$ cat config.mk
export PLATFORM = sky130hd
export DESIGN_NAME = apb_mem_bridge
export DESIGN_NICKNAME = d
export VERILOG_FILES = /design/src/rtl/apb_mem_bridge_pkg.sv /design/src/rtl/apb_mem_bridge.sv
export SDC_FILE = /design/constraint.sdc
export NUM_CORES = 1
export LEC_CHECK = 0
export ABC_CLOCK_PERIOD_IN_PS = 3370
export BUFFER_PORTS_ARGS = -buffer_cell sky130_fd_sc_hd__buf_2
export CORE_ASPECT_RATIO = 0.7
export CORE_MARGIN = 4
export CORE_UTILIZATION = 48
export DETAILED_ROUTE_END_ITERATION = 12
export HOLD_SLACK_MARGIN = 0.02
export PLACE_DENSITY = 0.84
export RECOVER_POWER = 25
export SYNTH_ARGS = -nofsm -noshare
export SYNTH_HDL_FRONTEND = slang
export SYNTH_SLANG_ARGS = --single-unit
$ cat constraint.sdc
create_clock -name PCLK -period 3.37 [get_ports PCLK]
set_input_delay 0.1685 -clock PCLK [delete_from_list [all_inputs] [get_ports PCLK]]
set_output_delay 0.1685 -clock PCLK [all_outputs]
set_load 0.05 [all_outputs]
$ cat src/rtl/apb_mem_bridge_pkg.sv
// apb_mem_bridge_pkg: shared FSM encoding and timeout-counter width helper for the APB bridge
package apb_mem_bridge_pkg;

    typedef enum logic [1:0] {
        IDLE   = 2'd0,
        SETUP  = 2'd1,
        ACCESS = 2'd2,
        DONE   = 2'd3
    } state_t;

    // Counter must hold the value TIMEOUT itself; a disabled timeout still needs one bit.
    function automatic int cnt_w(input int timeout);
        return (timeout < 1) ? 1 : $clog2(timeout + 1);
    endfunction

endpackage

$ cat src/rtl/apb_mem_bridge.sv
// apb_mem_bridge: PicoRV32 native memory port to single-master APB3 transfer stream
//   PCLK/PRESETn        clock, async active-low reset
//   mem_valid/addr/wdata/wstrb -> mem_ready/rdata   CPU side, one request at a time
//   PSEL/PENABLE/PWRITE/PADDR/PWDATA/PSTRB -> PRDATA/PREADY/PSLVERR   APB3 master side
//   err_flag/err_timeout/err_addr, err_clr   sticky record of the last failed transfer
module apb_mem_bridge
    import apb_mem_bridge_pkg::*;
#(
    parameter int ADDR_W  = 12,
    parameter int TIMEOUT = 16
) (
    input  logic              PCLK,
    input  logic              PRESETn,
    input  logic              mem_valid,
    input  logic [31:0]       mem_addr,
    input  logic [31:0]       mem_wdata,
    input  logic [3:0]        mem_wstrb,
    output logic              mem_ready,
    output logic [31:0]       mem_rdata,
    output logic              PSEL,
    output logic              PENABLE,
    output logic              PWRITE,
    output logic [ADDR_W-1:0] PADDR,
    output logic [31:0]       PWDATA,
    output logic [3:0]        PSTRB,
    input  logic [31:0]       PRDATA,
    input  logic              PREADY,
    input  logic              PSLVERR,
    output logic              err_flag,
    output logic              err_timeout,
    output logic [ADDR_W-1:0] err_addr,
    input  logic              err_clr
);

    localparam int CW = cnt_w(TIMEOUT);
    localparam logic [CW-1:0] CNT_LIMIT = CW'(TIMEOUT);

    state_t        state, state_n;
    logic [CW-1:0] cnt;
    logic          xfer_ok, xfer_tmo, err_set;
    logic          unused_addr;

    // Only the word address inside the APB window is forwarded.
    assign unused_addr = ^{mem_addr[31:ADDR_W], mem_addr[1:0]};

    always_comb begin
        state_n  = state;
        xfer_ok  = 1'b0;
        xfer_tmo = 1'b0;
        case (state)
            IDLE:   state_n = mem_valid ? SETUP : IDLE;
            SETUP:  state_n = ACCESS;
            ACCESS: begin
                xfer_ok  = PREADY;
                // cnt already holds TIMEOUT stalled cycles, so this stall aborts the transfer
                xfer_tmo = !PREADY && (TIMEOUT != 0) && (cnt == CNT_LIMIT);
                state_n  = (xfer_ok || xfer_tmo) ? DONE : ACCESS;
            end
            DONE:   state_n = IDLE;
            default: state_n = IDLE;
        endcase
    end

    assign err_set = (xfer_ok && PSLVERR) || xfer_tmo;

    always_ff @(posedge PCLK or negedge PRESETn) begin
        if (!PRESETn) state <= IDLE;
        else          state <= state_n;
    end

    // Handshake outputs are registered from the next state so nothing reaches
    // mem_ready combinationally from the APB inputs.
    always_ff @(posedge PCLK or negedge PRESETn) begin
        if (!PRESETn) begin
            PSEL        <= 1'b0;
            PENABLE     <= 1'b0;
            mem_ready   <= 1'b0;
            mem_rdata   <= '0;
            PWRITE      <= 1'b0;
            PADDR       <= '0;
            PWDATA      <= '0;
            PSTRB       <= '0;
            cnt         <= '0;
            err_flag    <= 1'b0;
            err_timeout <= 1'b0;
            err_addr    <= '0;
        end else begin
            PSEL      <= (state_n == SETUP) || (state_n == ACCESS);
            PENABLE   <= (state_n == ACCESS);
            mem_ready <= (state_n == DONE);
            if (state == IDLE && mem_valid) begin
                PADDR  <= {mem_addr[ADDR_W-1:2], 2'b00};
                PWRITE <= |mem_wstrb;
                PSTRB  <= mem_wstrb;
                PWDATA <= (|mem_wstrb) ? mem_wdata : '0;
            end
            if (state == SETUP)
                cnt <= '0;
            else if (state == ACCESS && !PREADY && cnt != '1)
                cnt <= cnt + 1'b1;
            if (xfer_ok)
                mem_rdata <= (!PWRITE && !PSLVERR) ? PRDATA : '0;
            else if (xfer_tmo)
                mem_rdata <= '0;
            // A new error takes priority over a simultaneous clear.
            if (err_set) begin
                err_flag    <= 1'b1;
                err_timeout <= xfer_tmo;
                err_addr    <= PADDR;
            end else if (err_clr) begin
                err_flag    <= 1'b0;
                err_timeout <= 1'b0;
                err_addr    <= '0;
            end
        end
    end

endmodule
# == Yosys cells after proc, flatten, opt, wreduce, memory -nomap -nowiden ==
# Cells that the tools add are included.
# classes
eq_ne,8
muxes,16
n_reduce_logical,17
n_addsub,1
# ops
op,count
$mux W32,4
$mux W12,2
$mux W5,2
$eq A2 B2 Y1 const B,4
$pmux W2 S4,1
$mux W1,7
$logic_and A1 B1 Y1,6
$reduce_bool A2 Y1,3
$add A5 B1 Y5 const B,1
$eq A5 B5 Y1 const B,1
$ne A5 B5 Y1 const B,1
$eq A2 B1 Y1 const B,2
$reduce_or A4 Y1,1
$logic_not A1 Y1,3
$logic_or A1 B1 Y1,3
$logic_not A2 Y1,1
# totals
out_inout_bits,98
inputBits,106
ff_bits,103

# == Logic depth before layout (Yosys ltp) ==
# Gate-level depths: netlist of run 1.
# depth
ltp_word,7
depth_mapped,8

# == Worst setup path before layout of run 1 ==
# No wires, ideal clock.
# synth_path
kind,reg-to-reg
start,reg cnt[0]
end,reg cnt[3]
n_path_buf,0
arrival_ps,1666
setup_time_ps,125
setup_slack_ps,1579
stages_incl_launch_ff,7
cell_sequence,dfrtp_1 > ha_1 > and3_1 > ha_1 > nor3b_2 > nand4_1 > mux2_2
# synth_via
elab_chain_len,3
elab_cells_between_ends,6
# synth_lines
element,line,rtl
"start, declared",apb_mem_bridge.sv:39,logic [CW-1:0] cnt;
"start signal, assigned",apb_mem_bridge.sv:100,cnt <= cnt + 1'b1;
$add A5 B1 Y5 / $ne A5 B5 Y1 (equally long branches),"apb_mem_bridge.sv:100, apb_mem_bridge.sv:99",
$mux W5 / $logic_and A1 B1 Y1 (equally long branches),apb_mem_bridge.sv:99,else if (state == ACCESS && !PREADY && cnt != '1)
$mux W5 / $reduce_bool A2 Y1 (equally long branches),n/a,
# Parallel ways exist; a longest one is shown, timed or not. The select of a mux whose other input is x is not followed.
# A chain may end at the register's enable or synchronous reset.

# == Final worst setup path of run 1 ==
# layout_path
start,reg state[0]
end,reg mem_rdata[18]
# layout_via
elab_chain_len,3
elab_cells_between_ends,5
# layout_lines
element,line,rtl
"start, declared",apb_mem_bridge.sv:38,"state_t state, state_n;"
"start signal, assigned",apb_mem_bridge.sv:68,else state <= state_n;
$eq A2 B2 Y1 (*),apb_mem_bridge.sv:50,case (state)
$mux W1,apb_mem_bridge.sv:50,
$mux W32 / $reduce_bool A2 Y1 (equally long branches),n/a,
"end signal, assigned",apb_mem_bridge.sv:102,mem_rdata <= (!PWRITE && !PSLVERR) ? PRDATA : '0;
"end, declared",apb_mem_bridge.sv:19,"output logic [31:0] mem_rdata,"
# Mark *: on every way between the ends. The rest lies on a longest branch, timed or not.

==> results of run 1 <==
-- worst max-delay path by stage --
stage / slack, ns / from / cells past startpoint / endpoint
after floorplan: 1.58 / cnt[0] / 6 / cnt[3]
after global placement: 1.40 / state[0] / 5 / mem_rdata[13]
after detailed placement: 1.28 / state[0] / 5 / mem_rdata[21]
after CTS: 1.25 / state[0] / 5 / mem_rdata[18]
after global routing: 1.04 / state[0] / 5 / mem_rdata[18]
final: 1.28 / state[0] / 5 / mem_rdata[18]
-- registers in the layout (all words and copies together), names as in the netlist --
name,count
PENABLE,1
err_flag,1
err_timeout,1
err_addr,10
PWRITE,1
state,2
PSTRB,4
mem_ready,1
mem_rdata,32
PSEL,1
cnt,5
PWDATA,32
PADDR,10
-- final cells by class --
cell class / instances / area [um^2]
multi-input cells: 144 / 1250
flip-flops and latches: 101 / 2530
clock inverters: 7 / 82.6
clock buffers: 9 / 225
fillers: 615 / 2790
inverters: 6 / 22.5
repair buffers: 183 / 845
well taps: 101 / 126
-- power groups by stage --
stage	clock network, W	registers (W)	logic, W
after CTS	0.00107	0.00203	0.00328
final	0.00105	0.00204	0.00314
after global routing	0.00113	0.00210	0.00329
after global placement	0	0.00201	0.00321
after detailed placement	0	0.00203	0.00328
after floorplan	0	0.00373	0.000768
-- layout by cell type (no fill, tap or decap), types with 2 or more instances in the layout --
cell       instances
conb_1             4
mux2_2            16
o21ai_0            3
mux2_1             9
inv_1              6
clkbuf_16          9
clkbuf_1          73
nor2b_1           12
a22o_1            64
buf_2            103
mux2i_1            2
and3_1             2
inv_8              2
dfrtp_1          101
ha_1               9
xnor2_1            2
nand2_1            3
nor2_1             5
buf_4              6
-- synth_stat cells (3+ instances only) --
master and instances:
buf_4 8, ha_1 9, mux2_2 16, dfrtp_1 101, nor2b_1 12, clkbuf_1 7, a22o_1 64, mux2_1 9
inv_1 6, o21ai_0 3, nor2_1 6, buf_2 3, nand2_1 4
-- worst max-delay path, delay by kind of cell (launching register included) --
kind / cells / cell delay (ns)
simple gates: 2 / 1.00
compound gates: 1 / 0.26
fa+ha+maj: 1 / 0.27
buf+inv: 1 / 0.10
flops: 1 / 0.39
-- kinds of logic (layout without fill, tap and decap cells) --
kind of cell	count (synthesis)	count (layout)	synth area share, %
compound gates	71	71	15.5
xor+xnor	2	2	0.451
fa+ha+maj	9	9	2.90
buf+inv	26	205	3.38
flops	101	101	65.0
mux	27	27	7.76
other cells	1	4	0.0965
simple gates	31	31	4.86
-- routing by layer --
metal | GRT usage, % | part of all wire, % | up-vias
met2 | 32.0 | 50 | 98
met5 | 0 | 0 | -
met1 | 24.9 | 43 | 1375
li1 | - | - | 1326
met3 | 5.24 | 6.2 | 12
met4 | 5.54 | 1.3 | 0
-- metrics by stage --
| stage | std cells | setup slack [ns] | hold WS, ns | power, W |
|---|---|---|---|---|
| 2_1_floorplan | 271 | 1.58 | -0.127 | 0.00450 |
| 3_3_place_gp | 534 | 1.40 | 0.357 | 0.00523 |
| 3_5_place_dp | 534 | 1.28 | 0.368 | 0.00531 |
| 4_1_cts | 551 | 1.25 | 0.0369 | 0.00638 |
| 5_1_grt | 551 | 1.04 | 0.0372 | 0.00652 |
| 6_report | 551 | 1.28 | 0.0485 | 0.00622 |
==> flow_summary.json, run 1 <==
{
  "outcome": "finished clean",
  "layout-drive-gt1-share_pct": 32.7,
  "slew_violations": 0,
  "final_core_util_pct": 64.5,
  "rsz0062_at_grt": "false",
  "whs_path_depth": 2,
  "p_leak_nw": 2.55,
  "design_area_um2": 5080,
  "crit_required_ns": 3.63,
  "syn_area_um2": 3890,
  "swShare_pct": 50.7,
  "post_drt_wl_per_cell_um": 16.5,
  "arrival_ns": 2.35,
  "synth_largest_area_cell": "dfrtp_1",
  "syn_to_final_growth_pct": 30.7,
  "synthCells": 268,
  "drt_pre_antenna_iters": 4,
  "grt_pass1_wl_um": 14900,
  "endpoint_kind": "flip-flop",
  "startpoint_type": "flip-flop",
  "ys_top_cells_by_area": "dfrtp_1, a22o_1, mux2_2",
  "skew_ns": 0.00778,
  "hold_viol_final": 0,
  "maxCapViolCount": 0,
  "relSlewSlack_pct": 23.0,
  "clk_pin_slew_ns": 0.07,
  "max_stage_delay_ns": 0.88,
  "worstPathMaxFanout": 32,
  "r2r_end": "mem_rdata[18]",
  "post-dp-hpwl_um": 6680,
  "crit_type": "flip-flop to flip-flop",
  "final_antenna_net_count": 0,
  "vdd_ir_drop_max_mv": 0.692,
  "dieHeight_um": 83.3,
  "period_needed_ns": 2.09,
  "synth-seq-cells": 101,
  "p_sw_w": 0.00316,
  "postCtsHoldBufs": 1,
  "ys_seq_area_share_pct": 65.0,
  "seqPwrFrac_pct": 32.7,
  "p_clk_share_pct": 16.8,
  "clk_latency_ns": 0.33,
  "cts_buffer_depth": 2,
  "tightestPinTransition_ns": 1.15,
  "setup_viol": 0,
  "grt_pass1_vias": 2970,
  "initial_utilization_pct": 49.4,
  "vias_per_cell": 5.10,
  "antennaDiodeCount": 0,
  "crit_path_cell_trace": "inv_1, ha_1, nand2_1, nor3_4, a22o_1",
  "io_pins": 204,
  "overflow": 0,
  "ctsRootBufferMaster": "clkbuf_16",
  "synth.avg_cell_area_um2": 14.5,
  "synth_enable_flop_cells": 0,
  "die_w_um": 116,
  "async_flop_share_pct": 100,
  "hold_start": "PRDATA[5]",
  "cts_tree": "built",
  "grt_usage_pct": 19.3,
  "drt_iter0_drc": 68,
  "core_area_um2": 7870,
  "synth_warnings": 0,
  "hold-path-endpoint": "mem_rdata[5]",
  "post_cts_resized": 0,
  "combPwrFrac_pct": 50.4,
  "fmax_mhz": 478,
  "rows": 27,
  "routed_wl_um": 9120,
  "rr_startpoint": "state[0]",
  "num_vias": 2811,
  "die_area_um2": 9630,
  "layout.nets": 560,
  "hold_class": "input pin to flip-flop",
  "synth_flop_cell": "dfrtp_1",
  "routabilityCongestion": 0.757,
  "reg2reg_depth": 5,
  "antenna_found_initial": 0,
  "cts_setup_buffers": 0,
  "cts.htree.levels": 3,
  "p_int_w": 0.00307,
  "synth_top_area_share_pct": 65.0,
  "drcViolationCount": 0,
  "finalCritPeriodShare_pct": 62.1,
  "yosysUniqueCellTypes": 29,
  "cts_num_sinks": 101,
  "grt_max_degree": 77,
  "crit_slowest_cell": "nor3_4",
  "r2r_slack_ns": 1.28,
  "port_buffers": 177,
  "cts_made_buffers": 9,
  "tns_ns": 0,
  "placed_area_um2": 4850,
  "cellPowerDensity_nw_per_um2": 1230
}
No activity file was read; power rests on OpenSTA's default activity.
==> run 2, diff against run 1 <==
--- a/config.mk
+++ b/config.mk
@@ -5,14 +5,14 @@
 export SDC_FILE = /design/constraint.sdc
 export NUM_CORES = 1
 export LEC_CHECK = 0
-export ABC_CLOCK_PERIOD_IN_PS = 3370
+export ABC_CLOCK_PERIOD_IN_PS = 2150
 export BUFFER_PORTS_ARGS = -buffer_cell sky130_fd_sc_hd__buf_2
 export CORE_ASPECT_RATIO = 0.7
 export CORE_MARGIN = 4
-export CORE_UTILIZATION = 48
+export CORE_UTILIZATION = 45
 export DETAILED_ROUTE_END_ITERATION = 12
 export HOLD_SLACK_MARGIN = 0.02
-export PLACE_DENSITY = 0.84
+export PLACE_DENSITY = 0.8
 export RECOVER_POWER = 25
 export SYNTH_ARGS = -nofsm -noshare
 export SYNTH_HDL_FRONTEND = slang
==> constraint.sdc (replaced) <==
create_clock -name PCLK -period 2.15 [get_ports PCLK]
set_input_delay 0.1075 -clock PCLK [delete_from_list [all_inputs] [get_ports PCLK]]
set_output_delay 0.1075 -clock PCLK [all_outputs]
set_load 0.05 [all_outputs]
==> run 2 against run 1 <==
Compared with the run above: critical path depth increased by 2; register-to-register slack lost 0.89 ns; maximum frequency increased by 18%; critical endpoint is now cnt[1]; largest cell class unchanged; largest power group unchanged.
==> flow_summary.json, run 2 (same netlist as run 1, synthesis figures left out) <==
{
  "fillCellCount": 571,
  "num_vias": 3170,
  "fmax_mhz": 566,
  "p_leak_nw": 3.07,
  "mostFrequentLayoutCells": "buf_2, dfrtp_1, dlygate4sd3_1",
  "grt_pass1_wl_um": 17200,
  "r2r_slack_ns": 0.38,
  "whs_path_depth": 2,
  "layout.nets": 639,
  "die_area_um2": 10200,
  "dieHeight_um": 85.8,
  "crit_required_ns": 2.36,
  "period_needed_ns": 1.77,
  "routed_wl_um": 10600,
  "swShare_pct": 49.9,
  "drt_pre_antenna_iters": 4,
  "cts_buffer_depth": 2,
  "finalCritPeriodShare_pct": 82.2,
  "clk_latency_ns": 0.33,
  "startpoint_type": "flip-flop",
  "vdd_ir_drop_max_mv": 1.04,
  "fin_ws_ns": 0.383,
  "top_regs": "PWDATA: 32 flops, mem_rdata: 32 flops",
  "post_drt_wl_per_cell_um": 16.3,
  "vias_per_cell": 4.88,
  "cts_num_sinks": 101,
  "relSlewSlack_pct": 15.1,
  "core_area_um2": 8440,
  "place_ws_ns": 0.0691,
  "arrival_ns": 1.98,
  "cts.htree.levels": 3,
  "die_w_um": 119,
  "post-dp-hpwl_um": 6630,
  "cts_tree": "built",
  "p_int_w": 0.00504,
  "rows": 28,
  "syn_to_final_growth_pct": 53.6,
  "routabilityCongestion": 0.782,
  "combPwrFrac_pct": 51.9,
  "tightestPinTransition_ns": 1.27,
  "drcViolationCount": 0,
  "grt_usage_pct": 21.1,
  "grt_pass1_vias": 3448,
  "io_pins": 204,
  "layout_commonest_cell": "buf_2",
  "antennaDiodeCount": 0,
  "reg2reg_depth": 7,
  "initial_utilization_pct": 46.0,
  "layout-drive-gt1-share_pct": 37.8,
  "cts_made_buffers": 9,
  "worstPathMaxFanout": 4,
  "p_clk_share_pct": 16.3,
  "hold_class": "input pin to flip-flop",
  "tns_ns": 0,
  "setup_viol": 0,
  "final_antenna_net_count": 0,
  "skew_ns": 0.00839,
  "port_buffers": 177,
  "antenna_found_initial": 0,
  "overflow": 0,
  "grt_max_degree": 53,
  "endpoint_kind": "flip-flop",
  "crit_type": "flip-flop to flip-flop",
  "clk_pin_slew_ns": 0.07,
  "ctsRootBufferMaster": "clkbuf_16",
  "slew_violations": 0,
  "hold_viol_final": 0,
  "outcome": "finished clean",
  "seqPwrFrac_pct": 31.8,
  "maxCapViolCount": 0,
  "cellPowerDensity_nw_per_um2": 1680,
  "p_sw_w": 0.00501,
  "drt_iter0_drc": 101,
  "rsz0062_at_grt": "false"
}
==> run 2: worst paths after layout <==
kind / startpoint / endpoint
max: cnt[0] / cnt[1]
min: mem_wstrb[0] / PSTRB[0]
max reg2reg: cnt[0] / cnt[1]
min reg2reg: mem_rdata[25] / mem_rdata[25]
max in group asynchronous: PRESETn / mem_rdata[11]
min in group asynchronous: PRESETn / PADDR[11]
==> run 2: critical path: stages (launching register included) <==
cell and delay (ns):
dfrtp_1 0.42, ha_1 0.22, and3_1 0.18, ha_1 0.21, nor3b_2 0.22, buf_4 0.17, mux2i_1 0.17, nor2_1 0.06
==> run 2: metal layers <==
layer,vias up,part of all wire [%],track usage [%]
met3,20,5.6,5.80
met2,123,50,34.8
li1,1481,-,-
met5,-,0,0
met1,1546,43,27.2
met4,0,1.9,7.36
==> run 2: final cells by class <==
cell class	count	area [um^2]	share of cell area, %
sequential	101	2530	42.3
timing repair buffer	262	1710	28.7
multi-input combinational	144	1250	21.0
clock buffer	9	225	3.77
tap	120	150	2.52
clock inverter	7	81.3	1.36
inverter	6	22.5	0.377
==> run 2: per-stage QoR <==
stage | cells | hold WS (ns) | power (W) | util, % | area (um^2)
final | 649 | 0.0444 | 0.0101 | 70.7 | 5970
after floorplan | 271 | -0.188 | 0.00705 | - | 3900
after global placement | 554 | 0.167 | 0.00822 | 58.0 | 4900
after CTS | 648 | 0.0293 | 0.0101 | 70.9 | 5980
after global routing | 649 | 0.0305 | 0.0105 | 70.7 | 5970
after detailed placement | 554 | 0.181 | 0.00834 | 58.0 | 4900
==> run 2: repair_timing <==
| item | CTS | global route |
|---|---|---|
| endpoints found under the hold margin | 128 | 0 |
| resized for setup | 0 | 0 |
| hold buffers | 78 | 0 |
| setup endpoints to repair | 0 | 0 |
| buffers inserted | 0 | 0 |
==> run 2: power by group through the flow <==
stage	combinational, W	sequential [W]	clock (W)
4_1_cts	0.00526	0.00318	0.00169
5_1_grt	0.00546	0.00330	0.00178
3_3_place_gp	0.00506	0.00316	0
2_1_floorplan	0.00120	0.00584	0
3_5_place_dp	0.00516	0.00318	0
6_report	0.00522	0.00320	0.00164
